File: src/rtl/neuron_act_stage.sv
`default_nettype none
// ============================================================================
// Module      : neuron_act_stage
// Description : ReLU, round and saturate of neuron sums into 8-bit activations,
//               tagged with neuron index and buffered in a valid/ready FIFO.
// Revision    : 1.0 - initial release
// ============================================================================
module neuron_act_stage #(
  parameter int ACC_W      = 22,
  parameter int ACC_FRAC   = 12,
  parameter int OUT_W      = 8,
  parameter int OUT_FRAC   = 5,
  parameter int N_NEURONS  = 30,
  parameter int FIFO_DEPTH = 4,
  localparam int IDX_W     = $clog2(N_NEURONS)
) (
  input  logic             clk,
  input  logic             reset,
  input  logic [ACC_W-1:0] acc_in,
  input  logic             acc_valid,
  output logic             acc_ready,
  output logic [OUT_W-1:0] out_data,
  output logic [IDX_W-1:0] out_idx,
  output logic             out_valid,
  input  logic             out_ready,
  output logic             layer_done,
  output logic [7:0]       sat_count
);

  localparam int SH    = ACC_FRAC - OUT_FRAC;
  localparam int PTR_W = $clog2(FIFO_DEPTH);
  localparam int CNT_W = $clog2(FIFO_DEPTH + 1);

  localparam logic [ACC_W:0]     c_half     = (ACC_W+1)'(1) << (SH - 1);
  localparam logic [ACC_W:0]     c_out_max  = (ACC_W+1)'((2 ** (OUT_W - 1)) - 1);
  localparam logic [IDX_W-1:0]   c_last_idx = IDX_W'(N_NEURONS - 1);
  localparam logic [CNT_W:0]     c_depth    = (CNT_W+1)'(FIFO_DEPTH);

  logic             r_active;
  logic             r_s1_valid;
  logic [ACC_W-1:0] r_s1_acc;
  logic [IDX_W-1:0] r_s1_idx;
  logic [IDX_W-1:0] r_in_idx;
  logic [OUT_W-1:0] r_mem_data [FIFO_DEPTH];
  logic [IDX_W-1:0] r_mem_idx  [FIFO_DEPTH];
  logic [PTR_W-1:0] r_wr_ptr;
  logic [PTR_W-1:0] r_rd_ptr;
  logic [CNT_W-1:0] r_count;
  logic [7:0]       r_sat_count;
  logic             r_layer_done;

  logic             w_xfer;
  logic             w_pop;
  logic [CNT_W:0]   w_inflight;
  logic [ACC_W:0]   w_sum;
  logic [ACC_W:0]   w_r;
  logic             w_neg;
  logic             w_sat;
  logic [OUT_W-1:0] w_result;

  // Slot accounting counts the staged sample too, so an accepted transfer
  // always finds room in the FIFO one cycle later.
  assign w_inflight = {1'b0, r_count} + {{CNT_W{1'b0}}, r_s1_valid};
  assign acc_ready  = r_active && (w_inflight < c_depth);
  assign w_xfer     = acc_valid && acc_ready;
  assign out_valid  = (r_count != '0);
  assign w_pop      = out_valid && out_ready;

  assign w_neg    = r_s1_acc[ACC_W-1];
  assign w_sum    = {1'b0, r_s1_acc} + c_half;
  assign w_r      = w_sum >> SH;
  assign w_sat    = !w_neg && (w_r > c_out_max);
  assign w_result = w_neg ? '0 : (w_sat ? c_out_max[OUT_W-1:0] : w_r[OUT_W-1:0]);

  assign out_data   = r_mem_data[r_rd_ptr];
  assign out_idx    = r_mem_idx[r_rd_ptr];
  assign layer_done = r_layer_done;
  assign sat_count  = r_sat_count;

  always_ff @(posedge clk or negedge reset) begin
    if (!reset) begin
      r_active     <= 1'b0;
      r_s1_valid   <= 1'b0;
      r_s1_acc     <= '0;
      r_s1_idx     <= '0;
      r_in_idx     <= '0;
      r_wr_ptr     <= '0;
      r_rd_ptr     <= '0;
      r_count      <= '0;
      r_sat_count  <= '0;
      r_layer_done <= 1'b0;
      for (int i = 0; i < FIFO_DEPTH; i++) begin
        r_mem_data[i] <= '0;
        r_mem_idx[i]  <= '0;
      end
    end else begin
      r_active   <= 1'b1;
      r_s1_valid <= w_xfer;
      if (w_xfer) begin
        r_s1_acc <= acc_in;
        r_s1_idx <= r_in_idx;
        r_in_idx <= (r_in_idx == c_last_idx) ? '0 : r_in_idx + 1'b1;
      end
      if (r_s1_valid) begin
        r_mem_data[r_wr_ptr] <= w_result;
        r_mem_idx[r_wr_ptr]  <= r_s1_idx;
        r_wr_ptr             <= r_wr_ptr + 1'b1;
        if (w_sat && (r_sat_count != 8'hFF)) begin
          r_sat_count <= r_sat_count + 8'd1;
        end
      end
      if (w_pop) begin
        r_rd_ptr <= r_rd_ptr + 1'b1;
      end
      case ({r_s1_valid, w_pop})
        2'b10:   r_count <= r_count + 1'b1;
        2'b01:   r_count <= r_count - 1'b1;
        default: r_count <= r_count;
      endcase
      r_layer_done <= w_pop && (out_idx == c_last_idx);
    end
  end

endmodule
`default_nettype wire

File: config.mk
export PLATFORM = sky130hd
export DESIGN_NAME = neuron_act_stage
export DESIGN_NICKNAME = d
export VERILOG_FILES = /design/src/rtl/neuron_act_stage.sv
export SDC_FILE = /design/constraint.sdc
export NUM_CORES = 1
export LEC_CHECK = 0
export CAP_MARGIN = 30
export CORE_MARGIN = 2
export CORE_UTILIZATION = 30
export CTS_BUF_LIST = sky130_fd_sc_hd__clkbuf_8
export CTS_CLUSTER_DIAMETER = 30
export DETAILED_ROUTE_END_ITERATION = 6
export GPL_TIMING_DRIVEN = 0
export PLACE_DENSITY = 0.49
export SKIP_LAST_GASP = 1
export SLEW_MARGIN = 15
export SYNTH_ARGS = -nofsm -noshare
export SYNTH_HDL_FRONTEND = slang
export SYNTH_SLANG_ARGS = --single-unit
File: constraint.sdc
create_clock -name clk -period 5.1 [get_ports clk]
set_input_delay 0.765 -clock clk [delete_from_list [all_inputs] [get_ports clk]]
set_output_delay 0.765 -clock clk [all_outputs]
set_load 0.01 [all_outputs]
==> results of run 1 <==
-- cell type report --
| class | count | share of cell area |
|---|---|---|
| Clock inverter | 3 | 0.00816 |
| Multi-Input combinational cell | 243 | 0.353 |
| Clock buffer | 11 | 0.0290 |
| Timing Repair Buffer | 44 | 0.0881 |
| Tap cell | 180 | 0.0432 |
| Inverter | 8 | 0.00576 |
| Buffer | 14 | 0.0122 |
| Sequential cell | 96 | 0.461 |
-- report_power, final --
part	leakage (nW)	switching [mW]	total, mW	internal (mW)
combinational	1.03	0.469	1.04	0.571
sequential	1.23	0.215	1.26	1.05
clock	0.0973	0.260	0.508	0.247
total	2.36	0.944	2.81	1.86
-- flip-flops by register name, summed over array words and instances, names as in the netlist --
register    count
layer_done      1
r_active        1
r_count         3
r_in_idx        5
r_mem_data     32
r_mem_idx      20
r_rd_ptr        2
r_s1_acc       16
r_s1_idx        5
r_s1_valid      1
r_wr_ptr        2
sat_count       8
-- layer usage --
layer	vias up	routed length [um]
li1	1373	-
met1	1417	4490
met2	48	4290
met3	14	300
met4	0	220
met5	-	0
-- cells by family (layout without fill, tap and decap cells) --
family / after synthesis / after routing
buffers and inverters: 22 / 80
muxes: 46 / 46
and+or+nand+nor: 131 / 131
xor gates and xnor gates: 12 / 12
DFF: 96 / 96
other: 1 / 1
adders and majority gates: 10 / 10
AOI/OAI and AO/OA: 43 / 43
-- stage by stage --
step / total power [mW] / hold WS, ns / util
finish: 2.81 / 0.235 / 0.373
global route: 3.03 / 0.227 / 0.373
CTS: 2.86 / 0.227 / 0.373
detailed placement: 2.34 / 0.469 / 0.359
global placement: 2.30 / 0.456 / 0.357
floorplan: 1.91 / 0.443 / -
-- synthesized netlist by cell type (2+ instances only) --
library cell / n
a21oi_1: 2
a22o_1: 16
a31oi_1: 4
and2_1: 5
and3_1: 2
buf_2: 3
clkbuf_1: 9
dfrtp_1: 96
ha_1: 9
inv_1: 8
mux2_2: 28
mux2_4: 2
mux2i_1: 2
mux4_2: 13
nand2_1: 84
nand3_1: 7
nand4_1: 2
nor2_1: 11
nor3_1: 2
nor3b_1: 3
o21ai_0: 10
o31ai_1: 7
or3_1: 3
xnor2_1: 3
xor2_1: 9
-- path summary, 6_finish.rpt --
kind | startpoint | to | cells after the start | slack [ns]
setup / recovery | r_rd_ptr[0] | out_data[6] | 4 | 1.97
hold / removal | reset | r_mem_data[17] | 1 | 0.24
min in group clk | r_s1_acc[19] | r_s1_acc[19] | 2 | 0.48
setup reg to reg | r_count[0] | r_count[2] | 8 | 2.97
max in group asynchronous | reset | r_count[0] | 2 | 4.23
hold reg to reg | r_s1_acc[19] | r_s1_acc[19] | 2 | 0.48
-- worst max-delay path, cell delays in order (launching register included) --
cell and delay (ns):
dfrtp_1 0.33, buf_2 0.22, buf_2 0.37, mux4_2 0.58
clkdlybuf4s50_1 0.49
==> run metrics, run 1 <==
status finished clean; clk sinks 96; synthesized-area fraction occupied by adder cells 0.0306; Area after DPL 5020 sq um; Slew headroom 0.564; synth-to-layout area growth 20.3%; CP Launch Type flop; f_max 320 MHz; largest area contributor in the netlist dfrtp_1; Seq/Total Area, Yosys 0.554; vias in the first global route 3041; FFs w/ async S/R, synth 1.00; synth top area cells dfrtp_1 (55%), mux2_2 (7.3%), nand2_1 (7.3%); Hold Crit Class input port to async pin; share of layout cells above drive strength 1 0.165; commonest non-fill, non-tap cell in the layout dfrtp_1; Post-synth top flop dfrtp_1; Post-DP HPWL 6560 um; Design Area, Final 5210 sq um; number of flops mapped to enable cells by yosys 0; routing usage on met3 0.0261; CP Class flop to primary output; clk_skew 0.00791 ns; CTS root buffer clkbuf_8; DIE HEIGHT 124 um; Worst Path Max Fanout 10; Total Die Area 15400 sq um; Crit. End Element primary output; Wirelength per Cell 15.5 um; Post-Synth XOR/XNOR Area 0.0242; Top Usage Layer GRT met2; largest family of logic cells by synthesized area multiplexers; Setup TNS Final 0 ns; row count 43; vias 2852; peak supply drop 0.175 mV; Synth warnings 0; Synth Area in Simple Gates 0.142; Vias/cell 4.76; Compound-Gate Fraction of Synth Area 0.0716; WP data arrival 2.36 ns; Tmin final 3.13 ns; Synth top area share 0.554; commonest non-fill, non-tap cells in the layout dfrtp_1 (96), nand2_1 (84), clkdlybuf4s50_1 (42), mux2_2 (28), a22o_1 (16); DRC 0; fin nets 452; Core Box Area 14000 sq um; Max Slew Vio Count 0; dpl ws 2.32 ns; H-tree levels 3; met1 Use GR 0.179; Post-Syn Area per Cell 12.0 sq um; register area 2400 sq um; final setup fails 0; gate count after technology mapping 361; Placer Congestion 0.745; met2 global-route usage 0.215; Mapped Area 4330 sq um; mux contribution to synthesized area 0.154; Tot GR Track Use 0.135; final hold vios 0; antenna viol nets, final 0; Worst Slack Setup Final 1.97 ns; Num CTS Buffers 9; # fillers 1412; largest net degree at the start of global routing 73; clock slew at reported path FFs 0.09 ns; Initial DRT Pass Iterations 4; CTS resizes 0; Initial Util 0.310; Max-Cap Viols 0; initial antenna violation count 0; Worst-Skew Late Latency 0.37 ns; placed cell count 585; I/O pin count 50; first-pass GRT wire length 15500 um; Worst Path Required 4.34 ns; drt total wl 9300 um; Worst-Margin Slew 0.654 ns; # diodes 0; Setup Fix Bufs, Post-CTS 0; Final Cycle Share 0.613; Max clock buf depth 2; Mapped Nets 397; post-cts hold buffer count 0; CTS tree built; PD cells 539 nW/um^2; width of the die 124 um; RSZ-0062 raised after global routing false; Unique masters post-synth 46; area of the multi-input gates 1840 sq um; port buffer count 43; P_leak 2.36 nW; Non-Filler Instances 599; flops & latches, synth 96; initial DRC count 157; total global routing overflow 0
Note: power is estimated with default switching activity, not from simulation.
==> inputs of run 2 (changes only) <==
Clock period 5.1 ns to 3 ns, I/O delays scaled along.
==> run 2 against run 1 <==
Compared with the run above:
- highest routed layer unchanged
- sequential power up 70%
- worst setup slack worse by 1.8 ns
- power up 70%
- via count up 0.11%
- critical endpoint unchanged
- cell area up 0.19%
- register-to-register slack worse by 2.1 ns
- critical path depth unchanged
==> run metrics, run 2 (synthesized netlist as in run 1, its figures left out) <==
peak supply drop 0.297 mV; vias in the first global route 3044; Worst-Skew Late Latency 0.37 ns; H-tree levels 3; Max Slew Vio Count 0; dpl ws 0.531 ns; Sw Ratio 0.336; top flop regs r_mem_data (32), r_mem_idx (20), r_s1_acc (16); status finished clean; final setup fails 0; Max clock buf depth 2; Slew headroom 0.564; Fin Hold WS 0.483 ns; Vias/cell 4.76; vias 2855; drt total wl 9310 um; Clk pwr share 0.181; slowest CP cell mux4_2; Worst Path Max Fanout 10; Tot GR Track Use 0.136; CTS tree built; Hold Crit Class flop to flop; DRC 0; Crit. End Element primary output; Total Die Area 15400 sq um; clk sinks 96; DIE HEIGHT 124 um; Comb pwr share 0.370; commonest non-fill, non-tap cells in the layout dfrtp_1 (96), nand2_1 (84), clkdlybuf4s50_1 (42), mux2_2 (28), a22o_1 (16); Core Box Area 14000 sq um; row count 43; Final Power 4.78 mW; worst-path cell chain buf_2 > buf_2 > mux4_2 > clkdlybuf4s50_1; port buffer count 43; # fillers 1411; final hold vios 0; CTS root buffer clkbuf_8; CP peak stage delay 0.58 ns; Worst-Margin Slew 0.654 ns; clock slew at reported path FFs 0.08 ns; commonest non-fill, non-tap cell in the layout dfrtp_1; Wirelength per Cell 15.5 um; total global routing overflow 0; WP data arrival 2.36 ns; I/O pin count 50; Setup TNS Final 0 ns; CP most frequent cell buf_2; antenna viol nets, final 0; Worst Slack Setup Final 0.187 ns; number of flip-flops in the largest register 32; Net Switching 1.61 mW; initial antenna violation count 0; cell-internal power 3.17 mW; Final Cycle Share 0.938; # diodes 0; Max-Cap Viols 0; clk_skew 0.00791 ns; Largest Register r_mem_data; share of layout cells above drive strength 1 0.164; Placer Congestion 0.745; CP Class flop to primary output; Initial Util 0.310; initial DRC count 150; first-pass GRT wire length 15500 um; synth-to-layout area growth 20.5%; P_leak 2.36 nW; width of the die 124 um; fin nets 453; CP Launch Type flop; largest net degree at the start of global routing 73; final core utilization 0.373; Sequential Power Share 0.448; Initial DRT Pass Iterations 4; Post-DP HPWL 6560 um; Worst Path Required 2.55 ns; Num CTS Buffers 9; RSZ-0062 raised after global routing false; PD cells 915 nW/um^2; f_max 356 MHz; Tmin final 2.81 ns
## run 2: cell types whose count changed in the layout (fill, tap and decap cells not counted), sizes merged
cell / change
dlygate4sd3: +1
## run 2: layout make-up
cell class                      count  area [sq um]  area share
Tap cell                          180           225      0.0431
Buffer                             14          63.8      0.0122
Clock buffer                       11           151      0.0290
Clock inverter                      3          42.5     0.00815
Inverter                            8          30.0     0.00575
Timing Repair Buffer               45           469      0.0898
Sequential cell                    96          2400       0.460
Multi-Input combinational cell    243          1840       0.352
## run 2: what timing repair did
action                                 4_1_cts  5_1_grt
gates resized for setup                      0        0
buffers inserted                             0        0
hold buffers                                 1        0
endpoints found under the hold margin       24        0
## run 2: power groups by stage
stage	sequential [mW]	combinational, mW	clock [mW]
2_1_floorplan	2.06	1.19	0
3_3_place_gp	2.15	1.76	0
3_5_place_dp	2.17	1.80	0
4_1_cts	2.14	1.81	0.900
5_1_grt	2.22	1.98	0.942
6_report	2.14	1.77	0.865
## run 2: path summary, 6_finish.rpt
path                                       end  slack, ns  cells after the start         start
worst min register to register    r_s1_acc[19]       0.48                      2  r_s1_acc[19]
min in group asynchronous       r_mem_data[17]       0.49                      2         reset
worst max register to register      r_count[2]       0.87                      8    r_count[0]
max in group asynchronous           r_count[0]       1.87                      3         reset
worst min-delay path              r_s1_acc[19]       0.48                      2  r_s1_acc[19]
worst max-delay path               out_data[6]       0.19                      4   r_rd_ptr[0]
## run 2: worst max-delay path, delay by kind of cell, from the launching register on
kind / cells / cell delay, ns
flip-flops: 1 / 0.33
buffers and inverters: 3 / 1.08
multiplexers: 1 / 0.58
## run 2: metrics by stage
step / cell area, sq um / instances
2_1_floorplan: 4330 / 361
3_3_place_gp: 4990 / 584
3_5_place_dp: 5020 / 585
4_1_cts: 5220 / 600
5_1_grt: 5220 / 600
6_report: 5220 / 600
## run 2: per-layer routing
metal	share of wire	vias to the layer above	track usage	wire, um
met1	0.48	1418	0.180	4500
met5	0	-	0	0
li1	-	1375	-	-
met3	0.032	14	0.0261	300
met2	0.46	48	0.215	4280
met4	0.024	0	0.0625	220
==> inputs of run 3 (changes only) <==
Settings changed: SKIP_LAST_GASP 1 to unset.
==> results of run 3 <==
The final DEF is identical to that of run 2; final timing and power are the same.
